**src/rtl/seg7_count_scanner_if.sv**
```systemverilog
// seg7_count_scanner_if: display-path bundle between a counter source and the 7-segment scanner.
//   value/load/freeze/blank_lz : driven by the master (source/controls)
//   shown/an/seg/dp            : driven by the slave (scanner)
interface seg7_count_scanner_if;
    logic [31:0] value;
    logic        load;
    logic        freeze;
    logic        blank_lz;
    logic [31:0] shown;
    logic [7:0]  an;
    logic [6:0]  seg;
    logic        dp;
    modport master (output value, load, freeze, blank_lz, input shown, an, seg, dp);
    modport slave  (input value, load, freeze, blank_lz, output shown, an, seg, dp);
endinterface

```
**src/rtl/seg7_count_scanner.sv**
```systemverilog
// seg7_count_scanner: snapshots a 32-bit count and scans it as 8 hex digits on a common-anode display.
//   clk, rst_n (async active-low)
//   bus.value/load/freeze/blank_lz in; bus.shown (snapshot), bus.an/seg/dp (active-low display) out
module seg7_count_scanner #(
    parameter int SCAN_DIV = 100000,
    parameter int PRE_W    = 17
) (
    input  logic                  clk,
    input  logic                  rst_n,
    seg7_count_scanner_if.slave   bus
);
    logic [PRE_W-1:0] pre_q, pre_d;
    logic [2:0]       idx_q, idx_d;
    logic [31:0]      shown_q, shown_d;
    logic [31:0]      upper;
    logic [3:0]       nib;
    logic [6:0]       dec;
    logic             wrap, lz;
    always_comb begin
        wrap    = pre_q == PRE_W'(SCAN_DIV - 1);
        pre_d   = wrap ? '0 : pre_q + 1'b1;
        idx_d   = wrap ? idx_q + 3'd1 : idx_q;
        shown_d = (bus.load && !bus.freeze) ? bus.value : shown_q;
    end
    always_ff @(posedge clk or negedge rst_n) begin
        if (!rst_n) begin
            pre_q   <= '0;
            idx_q   <= '0;
            shown_q <= '0;
        end else begin
            pre_q   <= pre_d;
            idx_q   <= idx_d;
            shown_q <= shown_d;
        end
    end
    always_comb begin
        upper = shown_q >> {idx_q, 2'b00};
        nib   = shown_q[{idx_q, 2'b00} +: 4];
        lz    = bus.blank_lz && idx_q != 3'd0 && upper == 32'd0;
        case (nib)
            4'h0: dec = 7'h40;
            4'h1: dec = 7'h79;
            4'h2: dec = 7'h24;
            4'h3: dec = 7'h30;
            4'h4: dec = 7'h19;
            4'h5: dec = 7'h12;
            4'h6: dec = 7'h02;
            4'h7: dec = 7'h78;
            4'h8: dec = 7'h00;
            4'h9: dec = 7'h10;
            4'hA: dec = 7'h08;
            4'hB: dec = 7'h03;
            4'hC: dec = 7'h46;
            4'hD: dec = 7'h21;
            4'hE: dec = 7'h06;
            default: dec = 7'h0E;
        endcase
    end
    assign bus.shown = shown_q;
    assign bus.an    = ~(8'b1 << idx_q);
    assign bus.seg   = lz ? 7'h7F : dec;
    // rst_n gating keeps the frozen indicator dark while held in reset
    assign bus.dp    = !(idx_q == 3'd0 && bus.freeze && rst_n);
endmodule

```
**src/flat_wrapper.sv**
```systemverilog
// flat-port wrapper written by rule: the top's interface ports become plain ports
module seg7_count_scanner_flat 
#(
    parameter int SCAN_DIV = 100000,
    parameter int PRE_W    = 17
)
  (clk, rst_n, bus_value, bus_load, bus_freeze, bus_blank_lz, bus_shown, bus_an, bus_seg, bus_dp);
  seg7_count_scanner_if bus_i ();
  input  logic clk;
  input  logic rst_n;
  input wire logic [$bits(bus_i.value)-1:0] bus_value;
  input wire logic [$bits(bus_i.load)-1:0] bus_load;
  input wire logic [$bits(bus_i.freeze)-1:0] bus_freeze;
  input wire logic [$bits(bus_i.blank_lz)-1:0] bus_blank_lz;
  output wire logic [$bits(bus_i.shown)-1:0] bus_shown;
  output wire logic [$bits(bus_i.an)-1:0] bus_an;
  output wire logic [$bits(bus_i.seg)-1:0] bus_seg;
  output wire logic [$bits(bus_i.dp)-1:0] bus_dp;
  assign bus_i.value = bus_value;
  assign bus_i.load = bus_load;
  assign bus_i.freeze = bus_freeze;
  assign bus_i.blank_lz = bus_blank_lz;
  assign bus_shown = bus_i.shown;
  assign bus_an = bus_i.an;
  assign bus_seg = bus_i.seg;
  assign bus_dp = bus_i.dp;
  seg7_count_scanner #(.SCAN_DIV(SCAN_DIV), .PRE_W(PRE_W)) u_core (.clk(clk), .rst_n(rst_n), .bus(bus_i));
endmodule
```
**config.mk**
```make
export PLATFORM = sky130hd
export DESIGN_NAME = seg7_count_scanner_flat
export DESIGN_NICKNAME = d
export VERILOG_FILES = /design/src/rtl/seg7_count_scanner_if.sv /design/src/rtl/seg7_count_scanner.sv /design/src/flat_wrapper.sv
export SDC_FILE = /design/constraint.sdc
export NUM_CORES = 1
export LEC_CHECK = 0
export ABC_AREA = 1
export ABC_CLOCK_PERIOD_IN_PS = 2500
export CORE_MARGIN = 5
export CORE_UTILIZATION = 44
export DETAILED_ROUTE_END_ITERATION = 16
export PLACE_DENSITY = 0.82
export SLEW_MARGIN = 5
export SYNTH_ARGS = -nofsm -noshare
export SYNTH_HDL_FRONTEND = slang
export SYNTH_SLANG_ARGS = --single-unit
```
**constraint.sdc**
```tcl
create_clock -name clk -period 2.5 [get_ports clk]
set_input_delay 0.375 -clock clk [delete_from_list [all_inputs] [get_ports clk]]
set_output_delay 0.375 -clock clk [all_outputs]
set_load 0.02 [all_outputs]
```
==> summary.md <==
| Metric | Value |
|---|---|
| Synth Flop Type | `dfrtp_1` |
| Final min period | `between 2 and 3 ns` |
| Reg2Reg Depth | `12` |
| Mean Syn Cell Area | `~7.0 um2` |
| Max_cap viols | `0` |
| Area leader, netlist | `dfrtp_1` |
| Clock slew at reported path FFs | `0.09 ns` |
| Num rows | `32` |
| Final setup viols | `7` |
| Max-slew violations | `0` |
| Via-per-instance ratio | `5.110` |
| Post-layout net count | `676` |
| CP Launch Type | `flop` |
| Busiest grt layer | `met2` |
| Worst relative slew slack | `55.64%` |
| Crit-path cells | `buf_6, nand2_4, nand3_2, nand2_4, nand2_4, nand2_4, ha_4, nand2_1, nor2_1, o21ai_1, inv_1, nand3_1, nor2_1, nand3_2, nand2_1, buf_6` |
| Type of the worst min-delay path | `input port to asynchronous set/reset pin` |
| Worst Clk Skew | `~0.0086 ns` |
| Pin count of the biggest net entering global routing | `53` |
| Seq cells post-synth | `52` |
| Root Driver | `clkbuf_8` |
| Worst slew pin tran | `0.6655 ns` |
| Core area | `between 7000 and 8000 um2` |
| TritonCTS clock tree | `yes` |
| VDD IR-drop max | `0.3179 mV` |
| Maximum clock frequency | `0.3611 GHz` |
| Layout cells sized above 1 | `22.08%` |
| Setup TNS | `-1.846 ns` |
| Routed Antenna Nets | `0` |
| DP Area | `4637 um2` |
| Post-synthesis sequential area ratio | `38.43%` |
| Hold Violations, Final | `0` |
| Clk Latency, worst-skew pair | `0.30 ns` |
| Mapped Nets | `~530` |
| EDFF count, synth | `0` |
| Critical Path RT | `2.12 ns` |
| CP peak stage delay | `0.47 ns` |
| Final WS setup | `-0.2693 ns` |
| CTS sink cnt | `52` |
| Post-synth top area share | `38.43%` |
| Most frequent cells after synthesis | `155 x nand2_1, 58 x nor2_1, 52 x dfrtp_1` |
| Post-synthesis mux area share | `4.324%` |
| Design Area, Final | `5049 um2` |
| Boundary pin count | `85` |
| CP dominant cell by count | `nand2_4` |
| Crit Path Class | `flop to primary output` |
| Cell variety after synth | `27` |
| Global-route met3 utilization | `4.235%` |
| First-pass GRT wire length | `around 17 mm` |
| Synth Area in Simple Gates | `34.33%` |
| Unrepaired setup endpoints after global routing | `yes` |
| GRT overflow | `0` |
| Crit-path max FO | `7` |
| Top-count cell post-synth | `nand2_1` |
| Die ar. | `~9500 um2` |
| Port buffer count | `84` |
| N_diodes | `0` |
| Pleak | `0.002606 uW` |
| Synth Area in Adders | `between 4 and 5%` |
| Number of DRC markers in iteration 0 | `317` |
| Starting Density | `44.51%` |
| GRT met1 Usage | `28.18%` |
| DP HPWL | `7.672 mm` |
| Synth-to-Final Area Change | `49.11%` |
| Yosys warning count | `0` |
| Synthesized area | `3386 um2` |
| DRC violations left | `0` |
| Tcrit/Tclk final | `110.8%` |
| Vias in the first global route | `3666` |
| GR Layer Usage met2 | `35.79%` |
| Status | `complete, but fails checks` |
| RD Place Congestion | `a little under 1` |
| Wire per inst | `about 14 um` |
| Syn Inst Count | `482` |
| Synth Area in XOR/XNOR | `2.069%` |
| Critical path endpoint category | `primary output` |
| H-Tree Depth | `2` |
| Post-synth ARST share | `100.0%` |
| Pwr Density | `490.1 nW/um2` |
| WL final | `roughly 11 mm` |
| Hold_ws | `0.2853 ns` |
| Slowest CP cell | `dfrtp_2` |
| Failing checks | `setup timing` |
| Die Y-Extent | `97.72 um` |
| Post-synthesis compound-gate area fraction | `6.911%` |
| First-pass detailed-route iteration total | `6` |
| Clock Path Buffers | `2` |
| Post-CTS Hold Buffers | `0` |
| Initial antenna violation count | `0` |
| Number of CTS-inserted buffers | `5` |
| Crit path DAT | `roughly 2.4 ns` |
| Via count | `3715` |
| GRT Total Usage | `21.44%` |
| Synth area leaders | `dfrtp_1 38%, nand2_1 17%, nor2_1 6.4%` |
| Die W | `97.72 um` |
| Main combinational cell family by area after synthesis | `simple AND/OR/NAND/NOR gates` |
area by class of cell:
cell class,instances,area (um2)
Clock inverter,1,30.03
Fill cell,592,2559
Clock buffer,5,68.82
Inverter,57,219.0
Multi-Input combinational cell,357,1929
Tap cell,102,127.6
Timing Repair inverter,1,3.754
Timing Repair Buffer,152,1368
Sequential cell,52,1303
cells in the final DEF, fill, tap and decap left out, types with 8 or more instances in the layout:
master / synthesis / final
nand2_1: 155 / 133
clkdlybuf4s50_1: 0 / 71
buf_4: 1 / 66
nor2_1: 58 / 58
dfrtp_1: 52 / 51
inv_1: 51 / 50
nand3_1: 42 / 38
a21oi_1: 22 / 22
o21ai_0: 17 / 16
nand2_2: 3 / 13
mux2_2: 13 / 13
nand2_4: 0 / 12
ha_1: 13 / 11
nand4_1: 10 / 10
buf_6: 3 / 9
xor2_1: 8 / 8
per-stage QoR:
stage | utilization [%] | power [uW] | instances | setup slack [ns]
2_1_floorplan | - | 1383 | 482 | 0.03229
3_3_place_gp | 60.95 | 1826 | 703 | -0.3521
3_5_place_dp | 60.95 | 1842 | 703 | -0.4791
4_1_cts | 64.54 | 2430 | 722 | -0.2206
5_1_grt | 66.37 | 2599 | 727 | -0.4235
6_report | 66.37 | 2475 | 727 | -0.2693
flip-flops by register name (all words and copies together), names as in the netlist:
signal and count:
u_core.pre_q 17, u_core.idx_q 3, u_core.bus.shown 32
what timing repair did:
item | CTS | global route
setup endpoints to repair | 9 | 10
hold endpoints to repair | 0 | 0
gates resized for setup | 69 | 28
cloned | 1 | 0
buffers inserted | 12 | 5
pin swaps | 19 | 15
cells by family after synthesis:
kind of cell | count (synthesis)
DFF | 52
muxes | 13
xor gates and xnor gates | 8
AOI/OAI and AO/OA | 44
adders and majority gates | 13
buffers and inverters | 73
and+or+nand+nor | 279
power breakdown:
group | total, uW | switching (uW) | internal (uW)
clock | 558 | 270 | 288
sequential | 975 | 65.2 | 910
combinational | 941 | 485 | 456
total | 2470 | 821 | 1650
worst max-delay path, delay by kind of cell, from the launching register on:
family,cells,cell delay (ns)
adder cells (fa/ha/maj),1,0.13
flip-flops,1,0.47
buffers and inverters,3,0.34
AO/OA/AOI/OAI,1,0.07
AND/OR/NAND/NOR,11,1.08
layer usage:
| layer | up-vias | share of wire, % | routed length, um |
|---|---|---|---|
| met4 | 0 | 1.9 | 204 |
| met5 | - | 0 | 0 |
| li1 | 1809 | - | - |
| met3 | 18 | 5.6 | 586 |
| met1 | 1738 | 43 | 4556 |
| met2 | 150 | 49 | 5157 |
worst paths after layout:
| path | startpoint | end | slack, ns |
|---|---|---|---|
| min reg2reg | u_core.pre_q[0] | u_core.pre_q[0] | 0.48 |
| max reg2reg | u_core.pre_q[0] | u_core.idx_q[2] | 0.57 |
| max | u_core.idx_q[0] | bus_seg[5] | -0.27 |
| min in group clk | u_core.pre_q[0] | u_core.pre_q[0] | 0.48 |
| max in group asynchronous | rst_n | u_core.idx_q[0] | 1.74 |
| min | rst_n | u_core.bus.shown[12] | 0.29 |
(Power assumes the default switching activity.)
